**config.mk**
```make
export PLATFORM = sky130hd
export DESIGN_NAME = snake_input_ctrl
export DESIGN_NICKNAME = d
export VERILOG_FILES = /design/src/rtl/snake_input_ctrl.sv
export SDC_FILE = /design/constraint.sdc
export NUM_CORES = 1
export LEC_CHECK = 0
export CORE_MARGIN = 2
export CORE_UTILIZATION = 50
export CTS_CLUSTER_DIAMETER = 80
export DETAILED_ROUTE_END_ITERATION = 8
export GPL_TIMING_DRIVEN = 0
export PLACE_DENSITY = 0.75
export SLEW_MARGIN = 5
export SYNTH_ARGS = -nofsm -noshare
export SYNTH_HDL_FRONTEND = slang
export SYNTH_SLANG_ARGS = --single-unit
```
**constraint.sdc**
```tcl
create_clock -name clk -period 4.5 [get_ports clk]
set_clock_uncertainty 0.1 [all_clocks]
set_input_delay 0.45 -clock clk [delete_from_list [all_inputs] [get_ports clk]]
set_output_delay 0.45 -clock clk [all_outputs]
set_load 0.02 [all_outputs]
```
**src/rtl/snake_input_ctrl.sv**
```systemverilog
// snake_input_ctrl: upstream input stage of the snake game core.
// Synchronizes and debounces the four direction buttons, filters illegal
// turns, and produces the speed-selected move tick together with the
// registered direction the core should use on that tick.
// Optional feature macro: SNAKE_TURN_QUEUE_EN (2-entry turn FIFO instead
// of a single overwriting pending-turn register).
module snake_input_ctrl #(
    parameter int         DEBOUNCE_CYCLES  = 1000000,
    parameter int         BASE_TICK_CYCLES = 50000000,
    parameter logic [1:0] RESET_DIR        = 2'b11
) (
    input  logic       clk,
    input  logic       reset,
    input  logic [3:0] BTN,
    input  logic [2:0] SW,
    input  logic       halt,
    output logic [1:0] dir,
    output logic       move_tick,
    output logic [3:0] btn_pulse,
    output logic [1:0] pending_cnt
);

    localparam int DW = (DEBOUNCE_CYCLES > 1) ? $clog2(DEBOUNCE_CYCLES) : 1;
    localparam int TW = $clog2(BASE_TICK_CYCLES + 1);
    localparam logic [DW-1:0] DEB_LAST = DW'(DEBOUNCE_CYCLES - 1);
    localparam logic [TW-1:0] BASE_TC  = TW'(BASE_TICK_CYCLES);

    logic [3:0]    sync1;
    logic [3:0]    sync2;
    logic [3:0]    stable;
    logic [DW-1:0] deb_cnt [4];

    logic [TW-1:0] tick_cnt;
    logic [TW-1:0] period;
    logic [TW-1:0] period_last;
    logic          tick_hit;

    logic [1:0]    q0;
    logic [1:0]    q1;
    logic [1:0]    q_cnt;

    logic          pop;
    logic [1:0]    dir_next;
    logic [1:0]    q0_ap;
    logic [1:0]    q_cnt_ap;
    logic          have_cand;
    logic [1:0]    cand;
    logic [1:0]    ref_dir;
    logic          legal;
    logic [1:0]    q0_n;
    logic [1:0]    q1_n;
    logic [1:0]    q_cnt_n;

    assign pending_cnt = q_cnt;

    // Two-flop synchronizer bringing the raw buttons into the clock domain.
    always_ff @(posedge clk) begin
        if (reset) begin
            sync1 <= 4'd0;
            sync2 <= 4'd0;
        end else begin
            sync1 <= BTN;
            sync2 <= sync1;
        end
    end

    // Per-button debouncer: accept a new level after DEBOUNCE_CYCLES differing cycles, pulse on accepted presses.
    always_ff @(posedge clk) begin
        if (reset) begin
            stable    <= 4'd0;
            btn_pulse <= 4'd0;
            for (int i = 0; i < 4; i++) begin
                deb_cnt[i] <= '0;
            end
        end else begin
            for (int i = 0; i < 4; i++) begin
                btn_pulse[i] <= 1'b0;
                if (sync2[i] != stable[i]) begin
                    if (deb_cnt[i] == DEB_LAST) begin
                        stable[i]    <= sync2[i];
                        deb_cnt[i]   <= '0;
                        btn_pulse[i] <= sync2[i];
                    end else begin
                        deb_cnt[i] <= deb_cnt[i] + DW'(1);
                    end
                end else begin
                    deb_cnt[i] <= '0;
                end
            end
        end
    end

    // Next-state logic: tick detection, pop on tick, then legality check and push of the selected press.
    always_comb begin
        period      = BASE_TC >> SW;
        period_last = period - TW'(1);
        tick_hit    = !halt && (tick_cnt >= period_last);

        pop      = tick_hit && (q_cnt != 2'd0);
        dir_next = pop ? q0 : dir;
        q0_ap    = pop ? q1 : q0;
        q_cnt_ap = pop ? (q_cnt - 2'd1) : q_cnt;

        have_cand = !halt && (btn_pulse != 4'd0);
        if (btn_pulse[0]) begin
            cand = 2'd0;
        end else if (btn_pulse[1]) begin
            cand = 2'd1;
        end else if (btn_pulse[2]) begin
            cand = 2'd2;
        end else begin
            cand = 2'd3;
        end

`ifdef SNAKE_TURN_QUEUE_EN
        if (q_cnt_ap == 2'd0) begin
            ref_dir = dir_next;
        end else if (q_cnt_ap == 2'd1) begin
            ref_dir = q0_ap;
        end else begin
            ref_dir = q1;
        end
`else
        ref_dir = dir_next;
`endif

        legal = have_cand && (cand != ref_dir) &&
                !((cand[1] == ref_dir[1]) && (cand[0] != ref_dir[0]));

        q0_n    = q0_ap;
        q1_n    = q1;
        q_cnt_n = q_cnt_ap;

`ifdef SNAKE_TURN_QUEUE_EN
        if (legal && (q_cnt_ap != 2'd2)) begin
            if (q_cnt_ap == 2'd0) begin
                q0_n = cand;
            end else begin
                q1_n = cand;
            end
            q_cnt_n = q_cnt_ap + 2'd1;
        end
`else
        if (legal) begin
            q0_n    = cand;
            q_cnt_n = 2'd1;
        end
`endif
    end

    // Move-tick counter, registered direction and pending-turn storage.
    always_ff @(posedge clk) begin
        if (reset) begin
            tick_cnt  <= '0;
            move_tick <= 1'b0;
            dir       <= RESET_DIR;
            q0        <= 2'd0;
            q1        <= 2'd0;
            q_cnt     <= 2'd0;
        end else begin
            if (halt) begin
                tick_cnt  <= '0;
                move_tick <= 1'b0;
            end else if (tick_hit) begin
                tick_cnt  <= '0;
                move_tick <= 1'b1;
            end else begin
                tick_cnt  <= tick_cnt + TW'(1);
                move_tick <= 1'b0;
            end
            dir   <= dir_next;
            q0    <= q0_n;
            q1    <= q1_n;
            q_cnt <= q_cnt_n;
        end
    end

endmodule

```
==> flow_summary.toml <==
[final_layout]
diodes = 0
final_area_mm2 = 0.00817
fin_cells = 1004
fill_cells = 1179
final_nets = 858
drive_gt1_frac = 0.0507
post-route-util = 0.612
syn2layout_area_growth_pct = 18.9

[sta]
rsz0062_at_grt = "false"
hold_ws_ps = 336
report.final.slew_viol_count = 0
clock.fmax_ghz = 0.244
fin_crit_ps = 4100
setup_slack_ps = 399
setup_violations = 0
worst_pin_slew_ps = 502
slew_headroom = 0.662
fin_crit_sh = 0.911
hold_violations = 0

[global_routing]
grt_pass1_vias = 4969
grt_overflow = 0
antenna_found_initial = 0
grt.total_usage = 0.188
grt_max_degree = 17
grt_pass1_wl_mm = 21.9

[synth]
ys_seq_elements = 129
yosysTopAreaCell = "edfxtp_1"
synth_top_cell_area_share = 0.350
synth_ff_type = "edfxtp_1"
synth_edf_count = 80
ys_async_sr_fraction = 0
synthTopCellsByCount = "136 x nor2_1, 80 x edfxtp_1, 55 x nand2_1"
synth.distinct_cells = 47
syn_inst = 700
yosysWarnings = 0
syn_area_mm2 = 0.00687
avgSynthCellArea_um2 = 9.81
synth.most_common_cell = "nor2_1"
ys_seq_area_frac = 0.493
synth_area_leaders = "edfxtp_1 35%, dfxtp_1 14%, nor2_1 7.4%"

[setup_path]
worst-r2r-setup-slack_ps = 1600
rr_startpoint = "tick_cnt[0]"
crit_path_start_kind = "input pin"
crit_buf_inv = 4
crit_chain = "clkdlybuf4s50_1, inv_1, nor3_2, inv_1, ha_1, inv_1, mux2i_1, a21oi_1, ha_1, nand4_1, o221ai_2, a221oi_4, o21ai_4, mux2i_1, mux2i_1, mux2_1"
crit_slowest_cell = "clkdlybuf4s50_1"
slowest_delay_ps = 610
critPathRequiredTime_ps = 4700
reg2reg_depth = 10
crit_start = "SW[0]"
critical_path_class = "input pin to flop"
crit_arrival_ps = 4300
r2r-end = "q0[0]"
crit_fanout = 9
cpLargestDelayFamily = "multiplexers"
end_kind = "flop"

[floorplan]
core-area_mm2 = 0.0133
initial_utilization = 0.515
fp.dieH_um = 121
dieArea_mm2 = 0.0147
row_count = 42
boundaryPins = 19
die_w_um = 121

[clocking]
root_buffer = "clkbuf_16"
cts.sinks = 129
cts_tree = "built"
clock_path_buffers = 2
htree_levels = 4
clk_latency_ps = 410
cts_buffers = 17
clk_pin_slew_ps = 60

[hold_path]
min_path_cells = 1
holdPathEnd = "sync2[2]"
worstHoldStart = "sync1[2]"
worstHoldPathType = "flop to flop"

[status]
outcome = "finished clean"

[routing]
drtIter0Drc = 331
detail-route-antenna-nets = 0
wire_per_inst_um = 12.5
first_pass_iters = 4
wl_mm = 12.5
vias = 5001
drc = 0
vias_per_cell = 4.98

[flow_run]
drv_cap = 0

[placed_design]
dpl.hpwl_mm = 8.78
place_congestion = 0.802
place_inst = 972
portBuffers = 17
place_area_mm2 = 0.00755
place_ws_ps = -454

[power_and_ir_drop]
powerDensity_mw_per_mm2 = 345
p_leak_nw = 3.06
ir_worst_vdd_uv = 284
-- kinds of logic after synthesis --
group,Yosys count,synth area share
and+or+nand+nor,346,0.244
DFF,129,0.493
xor gates and xnor gates,93,0.119
AOI/OAI and AO/OA,57,0.0547
adders and majority gates,33,0.0601
buffers and inverters,33,0.0180
muxes,8,0.0118
other,1,0.000546
-- layout make-up --
type | instances | area, um2 | area share
timing repair buffer | 18 | 180 | 0.0221
clock buffer | 21 | 503 | 0.0616
clock inverter | 11 | 97.6 | 0.0120
inverter | 16 | 60.1 | 0.00735
buffer | 16 | 60.1 | 0.00735
tap | 176 | 220 | 0.0270
sequential | 129 | 3380 | 0.414
multi-input combinational | 617 | 3660 | 0.448
-- worst max-delay path by stage --
stage,endpoint,slack [ps],cells past startpoint
2_1_floorplan,q0[0],580,17
3_3_place_gp,q0[0],-370,18
3_5_place_dp,q0[0],-450,18
4_1_cts,q0[0],110,17
5_1_grt,q0[0],80,16
6_report,q0[0],400,16
-- flip-flops by register name, summed over array words and instances (netlist names) --
name / cells
deb_cnt: 80
tick_cnt: 26
btn_pulse: 4
stable: 4
sync1: 4
sync2: 4
dir: 2
pending_cnt: 2
q0: 2
move_tick: 1
-- per-stage QoR --
step	total power, mW	TNS, ps
finish	2.82	0
global route	2.92	0
CTS	2.85	0
detailed placement	1.47	-6530
global placement	1.47	-5200
floorplan	1.44	0
-- worst register-to-register path: stages, from the launching register on --
cell and delay [ps]:
dfxtp_1 440, inv_1 70, ha_1 290, nand2b_4 140
a21oi_2 150, o221ai_2 150, a221oi_4 380, o21ai_4 150
mux2i_1 240, mux2i_1 310, mux2_1 360
-- cell usage in the layout, fill, tap and decap left out, types with 19 or more instances in the layout --
cell	netlist	routed
clkbuf_16	0	19
conb_1	1	80
nand4_1	19	19
nand3_1	43	43
edfxtp_1	80	80
nand2_1	55	55
and3_1	27	27
xor2_1	48	48
ha_1	33	33
dfxtp_1	49	49
nor2_1	136	136
xnor2_1	45	45
a21oi_1	23	23
-- what timing repair did --
action                     in CTS  in global routing
buffers inserted                0                  1
hold buffers                    0                  0
gates resized for setup         0                  2
cloned                          0                  0
setup endpoints to repair       1                 22
-- report_power, final --
group	switching, mW	internal, mW
registers	0.0347	1.29
logic	0.0756	0.0516
clock network	0.511	0.855
-- metal layers --
layer | wire, um | track usage
met1 | 5980 | 0.237
met2 | 5950 | 0.304
met3 | 421 | 0.0569
met4 | 150 | 0.0718
met5 | 0 | 0
No activity file was read; power rests on OpenSTA's default activity.
